===== src/rtl/store_pack.sv =====
// Store packer: checks store alignment, places bytes/halves onto their lanes, and
// holds up to two packed writes in a FIFO that presents its head to memory.
module store_pack #(
    parameter int bus_size = 32,
    parameter int depth    = 2
) (
    input  logic                clk,
    input  logic                rst_n,
    input  logic                st_valid,
    output logic                st_ready,
    input  logic [bus_size-1:0] st_addr,
    input  logic [bus_size-1:0] st_data,
    input  logic [1:0]          st_size,
    output logic                mem_req,
    output logic [bus_size-1:0] mem_addr,
    output logic [bus_size-1:0] mem_wdata,
    output logic [3:0]          mem_be,
    input  logic                mem_ack,
    output logic                misalign,
    output logic [bus_size-1:0] bad_addr
);

    typedef struct packed {
        logic [bus_size-1:0] addr;
        logic [bus_size-1:0] wdata;
        logic [3:0]          be;
    } entry_t;

    localparam logic [1:0] SIZE_BYTE = 2'b00;
    localparam logic [1:0] SIZE_HALF = 2'b01;
    localparam logic [1:0] SIZE_WORD = 2'b10;

    entry_t     fifo_q [depth];
    entry_t     fifo_d [depth];
    logic [1:0] count_q, count_d;
    logic       misalign_q, misalign_d;
    logic [bus_size-1:0] bad_addr_q, bad_addr_d;

    logic   accept, is_misaligned, push, pop;
    entry_t new_entry;

    assign st_ready = (count_q != 2'(depth));
    assign accept   = st_valid && st_ready;
    assign pop      = (count_q != 2'd0) && mem_ack;

    always_comb begin
        is_misaligned = 1'b0;
        case (st_size)
            SIZE_BYTE: is_misaligned = 1'b0;
            SIZE_HALF: is_misaligned = st_addr[0];
            SIZE_WORD: is_misaligned = (st_addr[1:0] != 2'b00);
            default:   is_misaligned = 1'b1;
        endcase
    end

    assign push = accept && !is_misaligned;

    // Lane placement: each byte lane picks its source byte and enable from size and offset.
    assign new_entry.addr = {st_addr[bus_size-1:2], 2'b00};
    generate
        for (genvar gi = 0; gi < 4; gi++) begin : g_lane
            always_comb begin
                new_entry.wdata[8*gi +: 8] = st_data[8*gi +: 8];
                new_entry.be[gi]           = 1'b1;
                if (st_size == SIZE_BYTE) begin
                    new_entry.wdata[8*gi +: 8] = st_data[7:0];
                    new_entry.be[gi]           = (st_addr[1:0] == 2'(gi));
                end else if (st_size == SIZE_HALF) begin
                    new_entry.wdata[8*gi +: 8] = st_data[8*(gi%2) +: 8];
                    new_entry.be[gi]           = (st_addr[1] == 1'(gi/2));
                end
            end
        end
    endgenerate

    // Entry 0 is always the head; vacated slots are zeroed so an empty queue reads as zero.
    always_comb begin
        fifo_d  = fifo_q;
        count_d = count_q;
        if (pop && push) begin
            fifo_d[0] = new_entry;
        end else if (pop) begin
            fifo_d[0] = fifo_q[1];
            fifo_d[1] = '0;
            count_d   = count_q - 2'd1;
        end else if (push) begin
            fifo_d[count_q[0]] = new_entry;
            count_d            = count_q + 2'd1;
        end
    end

    always_comb begin
        misalign_d = accept && is_misaligned;
        bad_addr_d = (accept && is_misaligned) ? st_addr : bad_addr_q;
    end

    always_ff @(posedge clk) begin
        if (!rst_n) begin
            for (int i = 0; i < depth; i++) fifo_q[i] <= '0;
            count_q    <= 2'd0;
            misalign_q <= 1'b0;
            bad_addr_q <= '0;
        end else begin
            fifo_q     <= fifo_d;
            count_q    <= count_d;
            misalign_q <= misalign_d;
            bad_addr_q <= bad_addr_d;
        end
    end

    assign mem_req   = (count_q != 2'd0);
    assign mem_addr  = mem_req ? fifo_q[0].addr  : '0;
    assign mem_wdata = mem_req ? fifo_q[0].wdata : '0;
    assign mem_be    = mem_req ? fifo_q[0].be    : 4'b0000;
    assign misalign  = misalign_q;
    assign bad_addr  = bad_addr_q;

endmodule

===== config.mk =====
export PLATFORM = sky130hd
export DESIGN_NAME = store_pack
export DESIGN_NICKNAME = d
export VERILOG_FILES = /design/src/rtl/store_pack.sv
export SDC_FILE = /design/constraint.sdc
export NUM_CORES = 1
export LEC_CHECK = 0
export ABC_AREA = 1
export CAP_MARGIN = 10
export CORE_UTILIZATION = 55
export DETAILED_ROUTE_END_ITERATION = 10
export PLACE_DENSITY = 0.83
export SLEW_MARGIN = 10
export SYNTH_ARGS = -nofsm -noshare
export SYNTH_HDL_FRONTEND = slang
export SYNTH_SLANG_ARGS = --single-unit
export TNS_END_PERCENT = 20

===== constraint.sdc =====
create_clock -name clk -period 5.51 [get_ports clk]
set_input_delay 1.102 -clock clk [delete_from_list [all_inputs] [get_ports clk]]
set_output_delay 1.102 -clock clk [all_outputs]
set_load 0.005 [all_outputs]

==> metrics <==
endpoints failing setup 0; FF+latch count, synth around 170; antenna violations before repair 0; share of post-route cells with drive strength above 1 0.0374; worst-margin pin slew 1.21 ns; Post-synth top cells nor2_1 (304), nand2_1 (169), dfxtp_1 (167); Root Driver clkbuf_16; Crit Path Max Fanout 37; # clock sinks around 170; main combinational cell family by area after synthesis simple AND/OR/NAND/NOR gates; prevailing post-synth register cell dfxtp_1; Placer Congestion 0.862; DRT iter0 DRCs 959; Psw 0.957 mW; CP startpoint count_q[1]; clock group share of total power 0.332; post-DR vias/cell 5.47; diode count 0; Rows between 40 and 50; post-synthesis sequential area ratio 0.405; Synth Area per Inst ~6.4 µm²; number of buffers added on ports 170; Synth warnings 0; DIE AREA 15,500 µm²; number of top-level pins ~170; leak pwr 4.08 nW; nets roughly 1,500; count leader, synth nor2_1; Min Hold Slack about 0.47 ns; CP Data Arrival Time between 2 and 3 ns; clock latency at the later pin of the worst-skew pair roughly 0.42 ns; Sequential Area between 3000 and 4000 µm²; routed vias between 8,000 and 9,000; Hold Vio Cnt, Final 0; Sequential Power Share 0.436; Mapped Area between 8000 and 9000 µm²; drt total wl 23,100 µm; Comb power frac 0.232; EDFF count, synth 0; slew margin rel. 0.196; Min-Delay Path Class reg2reg; area grow syn2layout 25.5%; Max Clk Rate 270 MHz; ANT nets after route 0; first-pass detailed-route iteration total 5; final clock skew roughly 0.0052 ns; Startpoint Class register; Synth area leaders dfxtp_1 (40%), nor2_1 (14%), o21ai_0 (8.8%), nand2_1 (7.7%), nand3_1 (6.4%); Max Cap Violations 0; Crit Path Class reg2out; r2r setup slk around 2.2 ns; hold buffers post-CTS 0; hold depth 2; Initial Util 0.566; Critical Path RT between 4 and 5 ns; core area 14,600 µm²; cell count after placement around 1,500; # fillers 1,266; post-layout util 0.711; Final HPWL DP between 10,000 and 15,000 µm; Multi-input gate area between 3000 and 4000 µm²; Switching Share 0.305; cts repair resizes 0; Synth Area in Adders 0.00303; RR Startpoint count_q[1]; vias in the first global route roughly 7,600; run status complete, no violations; RSZ-0062 raised after global routing no; largest net degree at the start of global routing 80; fin crit share 0.672; H-tree Lvls 4; die height approximately 120 µm; clk slew on worst S/H paths approximately 0.060 ns; setup TNS 0 ns; Internal Power roughly 2.2 mW; Synth Area in Simple Gates 0.295; CP endpoint kind primary output; CTS Buffer Depth 2; DRC 0; ys async rst share 0; Hold Path Sink fifo_q[4]; xor/xnor share of the synthesized area 0; share of the synthesized area in the top cell type 0.405; non-filler instance count after layout ~1,600; Post-CTS Setup Inserts 0; r2r endpoint fifo_q[110]; r2r worst-path depth 9; GR Overflow Total 0; peak supply drop 0.217 mV; Die X between 100 and 150 µm; cell taking the most area after synthesis dfxtp_1; fin. max-slew vios 0; hold wc startpoint fifo_q[4]; mux contribution to synthesized area 0; Tmin final 3.70 ns; synthesized instance count about 1,300; total track usage 0.297; first-pass GRT wire length 37,800 µm; Yosys cell types 25; compound-gate portion of the synthesized area 0.175; CTS tree built; Cell Pwr Density 302 nW/µm²; Avg WL per Cell between 10 and 15 µm; TritonCTS Buffers 17
## layer usage
layer  track usage  vias to the layer above  wire length, µm
met5             0                        -                0
met4         0.111                        0              546
met3        0.0601                       37             1730
met2         0.460                      334            10600
met1         0.408                     3968            10200
li1              -                     4273                -
## placed cells by master (no fill, tap or decap), types with 3 or more instances in the layout
master	instances
o21ai_0	146
o21ai_1	7
nand3_1	106
inv_2	5
clkdlybuf4s50_1	169
nand4_1	8
nand2_1	169
inv_1	128
nor2_4	5
clkbuf_1	3
o211ai_1	16
clkinv_2	4
buf_12	3
nor2_1	301
clkbuf_16	17
dfxtp_1	167
a21oi_1	105
nand3b_1	8
buf_4	11
## state kept, by name, indices dropped and copies added, names as in the netlist
| register | cells |
|---|---|
| fifo_q | 132 |
| misalign | 1 |
| count_q | 2 |
| bad_addr | 32 |
## worst max-delay path, cell delays in order (launching register included)
cell and delay [ns]:
dfxtp_1 0.42, nor2_4 0.67, buf_4 0.49, nor2_1 0.13, clkdlybuf4s50_1 0.46
## power by group through the flow
stage	clock network, mW	registers, mW	logic [mW]
6_report	1.04	1.37	0.728
5_1_grt	1.09	1.38	0.809
4_1_cts	1.04	1.37	0.724
3_3_place_gp	0	1.39	0.707
2_1_floorplan	0	1.38	0.453
3_5_place_dp	0	1.39	0.719
## layout make-up
class | instances | area share
clock inverter | 5 | 0.00277
inverter | 134 | 0.0485
clock buffer | 22 | 0.0448
tap | 184 | 0.0222
sequential | 167 | 0.322
timing repair buffer | 184 | 0.177
multi-input combinational | 879 | 0.382
## metrics by stage
step	cell area (µm²)	setup slack [ns]	total power [mW]
after floorplan	8270	2.63	1.83
after global placement	9880	1.53	2.10
after detailed placement	9880	1.47	2.11
after CTS	10400	1.78	3.13
after global routing	10400	1.62	3.28
final	10400	1.81	3.14
## worst max-delay path by stage
| stage | end | cells past startpoint |
|---|---|---|
| 6_report | mem_be[2] | 4 |
| 5_1_grt | mem_be[2] | 4 |
| 4_1_cts | mem_be[2] | 4 |
| 3_5_place_dp | fifo_q[68] | 10 |
| 3_3_place_gp | fifo_q[68] | 10 |
| 2_1_floorplan | fifo_q[60] | 10 |
## cell families after synthesis
family | count (synthesis)
simple gates | 597
compound gates | 278
buf+inv | 238
flops | 167
other cells | 1
fa+ha+maj | 2
(Power assumes the default switching activity.)
